<file path="src/rtl/serdes_tx_scheduler_pkg.sv">
// Shared types and header layout for the serial transmit scheduler.
// Frame header: source in bit 7, reserved 6:4, length-minus-one in 3:0.
package serdes_tx_scheduler_pkg;

  typedef enum logic [2:0] {
    S_SYNC,
    S_IDLE,
    S_HDR,
    S_DATA,
    S_GAP
  } sched_state_t;

  localparam int HDR_SRC_BIT     = 7;
  localparam int HDR_RSV_MSB     = 6;
  localparam int HDR_RSV_LSB     = 4;
  localparam int HDR_LEN_MSB     = 3;
  localparam int HDR_LEN_LSB     = 0;
  localparam int MAX_FRAME_BYTES = 16;
  localparam int BCNT_W          = $clog2(MAX_FRAME_BYTES);

  function automatic logic [7:0] mk_hdr(
    input logic              src,
    input logic [BCNT_W-1:0] l
  );
    mk_hdr = '0;
    mk_hdr[HDR_SRC_BIT] = src;
    mk_hdr[HDR_RSV_MSB:HDR_RSV_LSB] = '0;
    mk_hdr[HDR_LEN_MSB:HDR_LEN_LSB] = l;
  endfunction

endpackage

</file>
<file path="src/rtl/serdes_tx_scheduler_symbol_timer.sv">
// Free-running mod-SYMBOL_CYCLES counter.
// Flags the last cycle of every symbol period.
module serdes_tx_scheduler_symbol_timer #(
  parameter int SYMBOL_CYCLES = 10
) (
  input  logic Clk,
  input  logic reset,
  output logic sym_tick
);

  localparam int W = (SYMBOL_CYCLES > 1) ? $clog2(SYMBOL_CYCLES) : 1;
  localparam logic [W-1:0] LAST = W'(SYMBOL_CYCLES - 1);

  logic [W-1:0] r_cnt;

  // count 0..SYMBOL_CYCLES-1 and wrap
  always_ff @(posedge Clk) begin
    if (reset) begin
      r_cnt <= '0;
    end else if (r_cnt == LAST) begin
      r_cnt <= '0;
    end else begin
      r_cnt <= r_cnt + 1'b1;
    end
  end

  assign sym_tick = (r_cnt == LAST);

endmodule

</file>
<file path="src/rtl/serdes_tx_scheduler.sv">
// Frame scheduler and round-robin arbiter for a shared 8b10b transmitter.
// Emits sync commas, header+data frames and inter-frame comma gaps.
module serdes_tx_scheduler
  import serdes_tx_scheduler_pkg::*;
#(
  parameter int SYMBOL_CYCLES = 10,
  parameter int SYNC_SYMBOLS  = 4,
  parameter int GAP_SYMBOLS   = 2
) (
  input  logic        Clk,
  input  logic        reset,
  input  logic [1:0]  req,
  input  logic [7:0]  len,
  input  logic [15:0] data,
  output logic [1:0]  pop,
  output logic [1:0]  grant,
  output logic [1:0]  done,
  output logic [7:0]  Pin,
  output logic        send,
  output logic        sym_tick,
  input  logic        tx_err,
  output logic        err_sticky
);

  localparam logic [7:0] SYNC_LAST = 8'(SYNC_SYMBOLS - 1);
  localparam logic [7:0] GAP_LAST  = 8'(GAP_SYMBOLS - 1);

  sched_state_t      r_state, w_state;
  logic [7:0]        r_cnt, w_cnt;
  logic [BCNT_W-1:0] r_bcnt, w_bcnt;
  logic [BCNT_W-1:0] r_len, w_len;
  logic              r_src, w_src;
  logic              r_last, w_last;
  logic [7:0]        r_pin, w_pin;
  logic              r_send, w_send;
  logic [1:0]        r_grant, w_grant;
  logic              r_err;
  logic [1:0]        w_pop, w_done;
  logic              w_tick;
  logic              w_win;
  logic [BCNT_W-1:0] w_wlen;
  logic [7:0]        w_cur;
  logic [1:0]        w_src_oh;

  serdes_tx_scheduler_symbol_timer #(
    .SYMBOL_CYCLES(SYMBOL_CYCLES)
  ) u_timer (
    .Clk     (Clk),
    .reset   (reset),
    .sym_tick(w_tick)
  );

  // next state, link outputs and consume/done strobes, acting only on ticks
  always_comb begin
    w_state  = r_state;
    w_cnt    = r_cnt;
    w_bcnt   = r_bcnt;
    w_len    = r_len;
    w_src    = r_src;
    w_last   = r_last;
    w_pin    = r_pin;
    w_send   = r_send;
    w_grant  = r_grant;
    w_pop    = '0;
    w_done   = '0;
    w_win    = (req == 2'b11) ? ~r_last : req[1];
    w_wlen   = w_win ? len[7:4] : len[3:0];
    w_cur    = r_src ? data[15:8] : data[7:0];
    w_src_oh = r_src ? 2'b10 : 2'b01;
    if (w_tick) begin
      unique case (r_state)
        S_SYNC: begin
          if (r_cnt == SYNC_LAST) begin
            w_state = S_IDLE;
            w_cnt   = '0;
          end else begin
            w_cnt = r_cnt + 8'd1;
          end
        end
        S_IDLE: begin
          w_pin  = '0;
          w_send = 1'b0;
          if (req != 2'b00) begin
            w_src   = w_win;
            w_len   = w_wlen;
            w_pin   = mk_hdr(w_win, w_wlen);
            w_send  = 1'b1;
            w_grant = w_win ? 2'b10 : 2'b01;
            w_state = S_HDR;
          end
        end
        S_HDR: begin
          w_pin   = w_cur;
          w_pop   = w_src_oh;
          w_bcnt  = '0;
          w_state = S_DATA;
        end
        S_DATA: begin
          if (r_bcnt == r_len) begin
            w_pin   = '0;
            w_send  = 1'b0;
            w_grant = '0;
            w_done  = w_src_oh;
            w_last  = r_src;
            w_cnt   = '0;
            w_state = S_GAP;
          end else begin
            w_pin  = w_cur;
            w_pop  = w_src_oh;
            w_bcnt = r_bcnt + 1'b1;
          end
        end
        S_GAP: begin
          if (r_cnt == GAP_LAST) begin
            w_state = S_IDLE;
            w_cnt   = '0;
          end else begin
            w_cnt = r_cnt + 8'd1;
          end
        end
        default: w_state = S_SYNC;
      endcase
    end
  end

  // state and registered link outputs
  always_ff @(posedge Clk) begin
    if (reset) begin
      r_state <= S_SYNC;
      r_cnt   <= '0;
      r_bcnt  <= '0;
      r_len   <= '0;
      r_src   <= 1'b0;
      r_last  <= 1'b1;
      r_pin   <= '0;
      r_send  <= 1'b0;
      r_grant <= '0;
    end else begin
      r_state <= w_state;
      r_cnt   <= w_cnt;
      r_bcnt  <= w_bcnt;
      r_len   <= w_len;
      r_src   <= w_src;
      r_last  <= w_last;
      r_pin   <= w_pin;
      r_send  <= w_send;
      r_grant <= w_grant;
    end
  end

  // encoder errors only matter while real data is on the wire
  always_ff @(posedge Clk) begin
    if (reset) begin
      r_err <= 1'b0;
    end else if (tx_err && r_send) begin
      r_err <= 1'b1;
    end
  end

  assign pop        = w_pop & {2{~reset}};
  assign done       = w_done & {2{~reset}};
  assign grant      = r_grant;
  assign Pin        = r_pin;
  assign send       = r_send;
  assign sym_tick   = w_tick;
  assign err_sticky = r_err;

endmodule

</file>
<file path="config.mk">
export PLATFORM = sky130hd
export DESIGN_NAME = serdes_tx_scheduler
export DESIGN_NICKNAME = d
export VERILOG_FILES = /design/src/rtl/serdes_tx_scheduler_pkg.sv /design/src/rtl/serdes_tx_scheduler_symbol_timer.sv /design/src/rtl/serdes_tx_scheduler.sv
export SDC_FILE = /design/constraint.sdc
export NUM_CORES = 1
export LEC_CHECK = 0
export CORE_MARGIN = 2
export CORE_UTILIZATION = 30
export CTS_BUF_LIST = sky130_fd_sc_hd__clkbuf_8
export DETAILED_ROUTE_END_ITERATION = 6
export GPL_ROUTABILITY_DRIVEN = 0
export MAX_ROUTING_LAYER = met4
export PLACE_DENSITY = 0.54
export SETUP_SLACK_MARGIN = 0.5
export SYNTH_ARGS = -nofsm -noshare
export SYNTH_HDL_FRONTEND = slang
export SYNTH_SLANG_ARGS = --single-unit
</file>
<file path="constraint.sdc">
create_clock -name Clk -period 5 [get_ports Clk]
set_input_delay 0.75 -clock Clk [delete_from_list [all_inputs] [get_ports Clk]]
set_output_delay 0.75 -clock Clk [all_outputs]
set_load 0.02 [all_outputs]
</file>
Yosys cells after proc, flatten, opt, wreduce, memory -nomap -nowiden

Cells that the tools add are included.
W data, S select, Z words.

Bits in registers: 37
Input bits: 29
Output and inout bits: 17
Word-level logic and storage cells: 79

Add/sub/neg operators: 3
Equal/unequal tests: 14
Muxes and demuxes: 31
Bitwise logic cells: 4
Reduce and logical (&&, ||, !) cells: 16

Operators by type and width:

| operator              | count |
|---|---|
| $mux W8               | 6 |
| $pmux W8 S3           | 2 |
| $mux W2               | 9 |
| $pmux W3 S5           | 1 |
| $reduce_and A3 Y1     | 5 |
| $mux W3               | 4 |
| $ne A2 B2 Y1 const B  | 5 |
| $add A4 B1 Y4 const B | 2 |
| $add A8 B1 Y8 const B | 1 |
| $eq A8 B1 Y1 const B  | 1 |
| $eq A8 B2 Y1 const B  | 1 |
| $mux W4               | 2 |
| $pmux W2 S2           | 2 |
| $pmux W4 S2           | 1 |
| $eq A3 B2 Y1 const B  | 2 |
| $reduce_bool A2 Y1    | 3 |
| $reduce_bool A3 Y1    | 2 |
| $reduce_and A5 Y1     | 1 |
| $and A2 B2 Y2         | 2 |
| $eq A4 B4 Y1          | 1 |
| $eq A4 B4 Y1 const B  | 1 |
| $reduce_and A4 Y1     | 1 |
| $eq A3 B1 Y1 const B  | 1 |
| $eq A3 B3 Y1 const B  | 1 |
| other kinds (8)       | 11 |

Depth between registers and ports, before layout

Depth in word-level cells: 5
Gate-level depth with buffers: 9
Mapped depth without buffers: 7

Modules after synthesis

Synthesis repeated with hierarchy kept, for this count alone.

Cell total of the unflattened synthesis: 240
Area total of the unflattened synthesis: 2029.4 µm²

By module, submodules not included:

| module                           | instances | cells each | area each (µm²) | seq. area each (µm²) |
|---|---|---|---|---|
| serdes_tx_scheduler              | 1         | 220        | 1845.5          | 660.6 |
| serdes_tx_scheduler_symbol_timer | 1         | 20         | 183.9           | 80.1 |

Least setup slack after synthesis

OpenSTA, ideal clock, no wires.

Path kind: flip-flop to output port
Start point: register u_timer.r_cnt[0]
End point: output pop[1]
Arrival: 1.838 ns
Required time: 4.250 ns
Setup slack: 2.412 ns
Cell stages (with the launch flop): 7
Path buffers: 1
Cell sequence: dfxtp_1 -> ha_1 -> nand3b_1 -> inv_1 -> clkbuf_1 -> nand3_1 -> a211oi_1

Longest elaborated chain between the ends: 3

RTL lines:

| what                     | RTL line                               | source |
|---|---|---|
| start: declaration       | serdes_tx_scheduler_symbol_timer.sv:14 | `logic [W-1:0] r_cnt;` |
| start signal: assignment | serdes_tx_scheduler_symbol_timer.sv:23 | `r_cnt <= r_cnt + 1'b1;` |
| $eq A4 B4 Y1             | serdes_tx_scheduler_symbol_timer.sv:27 | `assign sym_tick = (r_cnt == LAST);` |
| named net sym_tick       | serdes_tx_scheduler.sv:20              | `output logic sym_tick,` |
| $mux W2                  | serdes_tx_scheduler.sv:70              | `if (w_tick) begin` |
| $and A2 B2 Y2            | serdes_tx_scheduler.sv:160             | `assign pop = w_pop & {2{~reset}};` |
| end: declaration         | serdes_tx_scheduler.sv:15              | `output logic [1:0] pop,` |

The timed path passes the listed nets, and every way through them passes these cells.

Worst setup path in the final report

Start point: register u_timer.r_cnt[0]
End point: output pop[1]

Longest elaborated chain between the ends: 3

RTL lines:

| what          | RTL line |
|---|---|
| $eq A4 B4 Y1  | serdes_tx_scheduler_symbol_timer.sv:27 |
| $mux W2       | serdes_tx_scheduler.sv:70 |
| $and A2 B2 Y2 | serdes_tx_scheduler.sv:160 |

Every way passes these cells.

==> out/qor.yml <==
wire_per_inst_um: 14.3
synth.distinct_cells: 51
pwr-share-clk_pct: 36.4
setup_viol: 0
hold_path_depth: 2
cts_tree: "done"
switching_power_uw: 123
status: "finished, final reports clean"
worst_setup_path_start_kind: "flip-flop"
synth_fp_nets: 272
fin_skew_ns: 0.00841
grt_pass1_vias: 1809
yosys_warnings: 0
route.antenna.remaining_nets: 0
cpMaxStageDelayCell: "clkdlybuf4s50_1"
power_density_nw_per_um2: 204
whs_ns: 0.448
die_area_um2: 7630
maxSlewHeadroom_pct: 32.7
synth_edf_count: 0
diodes: 0
rr_worst_depth: 6
synthesis.area_um2: 2080
numCtsBuffers: 5
p_int_uw: 417
cts_setup_buffers: 0
antenna_found_initial: 0
critical-path-max-stage-delay_ns: 0.64
cp_top_family: "buffers and inverters"
reg2reg_from: "u_timer.r_cnt[0]"
drtPass1Iterations: 4
io_pins: 46
clk_latency_ns: 0.29
cts_resized: 0
grt_max_degree: 34
ys_async_sr_fraction_pct: 0
start_util_pct: 30.8
drcViolationCount: 0
wirelength_mm: 5.12
path_cells: "ha_1, nand3b_1, inv_1, nand3_1, a211oi_1, clkdlybuf4s50_1"
vdd_drop_max_mv: 0.0918
endpoint_kind: "primary output"
gr-total-overflow: 0
drt_iter0_markers: 115
std_cell_rows: 30
synthFlopType: "dfxtp_1"
htreeDepth: 2
cellLeakagePower_uw: 0.000901
path_max_fanout: 13
die_w_um: 87.3
r2r_slack_ns: 2.51
yosysSeqAreaShare_pct: 35.6
layout_commonest_cell: "clkdlybuf4s50_1"
vias: 1858
arrival_ns: 2.72
nets: 310
final.period_utilization_pct: 69.5
combPwrFrac_pct: 8.3
cts.sinks: 37
yosys_register_bits: 37
regToRegEndpoint: "Pin[2]"
root_buffer: "clkbuf_8"
switching_share_pct: 22.7
track_usage_pct: 15.0
seq_power_share_pct: 55.3
path_clk_slew_ns: 0.08
dpl.hpwl_mm: 3.71
setup-tns-final_ns: 0
worst_slew_pin_slew_ns: 1.00
cp_num_buf_inv: 2
crit_required_ns: 4.25
max_freq_mhz: 288
grt_pass1_wl_mm: 8.71
postSynthCellCount: 238
area_delta_synth_final_pct: 27.0
cts_max_path_buffers: 2
slew_violations: 0
rsz0062_at_grt: "false"
final_layout_size_suffix_gt1_share_pct: 13.0
syn_area_per_cell_um2: 8.75
vias_per_cell: 5.20
critical_path_class: "flip-flop to primary output"
hp-start: "Pin[4]"
maxCapViolations: 0
min_to: "Pin[4]"
period_needed_ns: 3.47
hold_buffers: 0
mostFrequentLayoutCells: "45 x clkdlybuf4s50_1, 37 x dfxtp_1, 24 x nor2_1"
finalHoldViolCount: 0
core_area_um2: 6760
hp-class: "flip-flop to flip-flop"
io_buffers: 45
die_h_um: 87.3
-- sequential cells by signal (all words and copies together), names as in the netlist --
| signal | count |
|---|---|
| grant | 2 |
| r_len | 4 |
| r_cnt | 8 |
| r_state | 3 |
| u_timer.r_cnt | 4 |
| err_sticky | 1 |
| send | 1 |
| r_src | 1 |
| r_bcnt | 4 |
| Pin | 8 |
| r_last | 1 |
-- worst reg2reg max path: cells and delay by family (launching register included) --
family,cells,cell delay (ns)
simple gates,3,1.35
compound gates,2,0.47
fa+ha+maj,1,0.19
flops,1,0.38
-- logic make-up (layout without fill, tap and decap cells) --
| group | Yosys count | count (layout) | synth area share [%] |
|---|---|---|---|
| AND/OR/NAND/NOR | 79 | 79 | 21.9 |
| buffers and inverters | 23 | 62 | 5.05 |
| AO/OA/AOI/OAI | 73 | 73 | 24.4 |
| flip-flops | 37 | 37 | 35.6 |
| XOR/XNOR | 8 | 8 | 3.36 |
| adder cells (fa/ha/maj) | 5 | 5 | 3.00 |
| multiplexers | 13 | 13 | 6.73 |
-- metrics by stage --
| stage | power [µW] | cell area, µm² | instances | util (%) | worst slack, ns |
|---|---|---|---|---|---|
| finish | 540 | 2650 | 357 | 39.2 | 1.53 |
| global route | 566 | 2650 | 357 | 39.2 | 1.32 |
| CTS | 550 | 2650 | 357 | 39.2 | 1.47 |
| detailed placement | 351 | 2570 | 349 | 38.0 | 1.63 |
| global placement | 351 | 2570 | 349 | 38.0 | 1.66 |
| floorplan | 324 | 2080 | 238 | - | 2.41 |
-- synth_stat cells (all sizes together), types with 7 or more instances --
| cell type | n | area share, % |
|---|---|---|
| nand2 | 10 | 1.8 |
| o21ai | 19 | 4.6 |
| mux2 | 8 | 4.3 |
| nor2 | 26 | 4.9 |
| buf | 8 | 2.3 |
| a211oi | 8 | 2.9 |
| nor3b | 7 | 3.0 |
| inv | 8 | 1.4 |
| clkbuf | 7 | 1.3 |
| xnor2 | 8 | 3.4 |
| nand3 | 8 | 2.2 |
| dfxtp | 37 | 36 |
| a21oi | 21 | 5.4 |
-- metal layers --
layer  vias up  share of wire (%)  GRT usage (%)
met2        38                 47           23.6
met3         8                3.5           3.41
li1        956                  -              -
met4         0                1.9           6.29
met5         -                  0              -
met1       856                 47           18.6
-- power groups by stage --
stage / registers (µW) / logic (µW) / clock network [µW]
finish: 299 / 44.9 / 196
global route: 299 / 49.8 / 217
CTS: 299 / 45.8 / 206
detailed placement: 306 / 45.6 / 0
global placement: 305 / 45.2 / 0
floorplan: 305 / 18.4 / 0
-- how the worst max path moves through the flow --
stage | cells past startpoint | startpoint | slack [ns] | to
CTS | 6 | u_timer.r_cnt[0] | 1.47 | pop[1]
global placement | 5 | reset | 1.66 | pop[1]
finish | 6 | u_timer.r_cnt[0] | 1.53 | pop[1]
global route | 6 | u_timer.r_cnt[0] | 1.32 | pop[1]
detailed placement | 5 | reset | 1.63 | pop[1]
floorplan | 6 | u_timer.r_cnt[0] | 2.41 | pop[1]
-- layout make-up --
type / instances / area [µm²]
fill: 698 / 4110
tap: 80 / 100
clock buffer: 5 / 68.8
inverter: 8 / 30.0
clock inverter: 3 / 11.3
timing repair buffer: 46 / 458
sequential: 37 / 741
multi-input combinational: 178 / 1240
(Power assumes the default switching activity.)
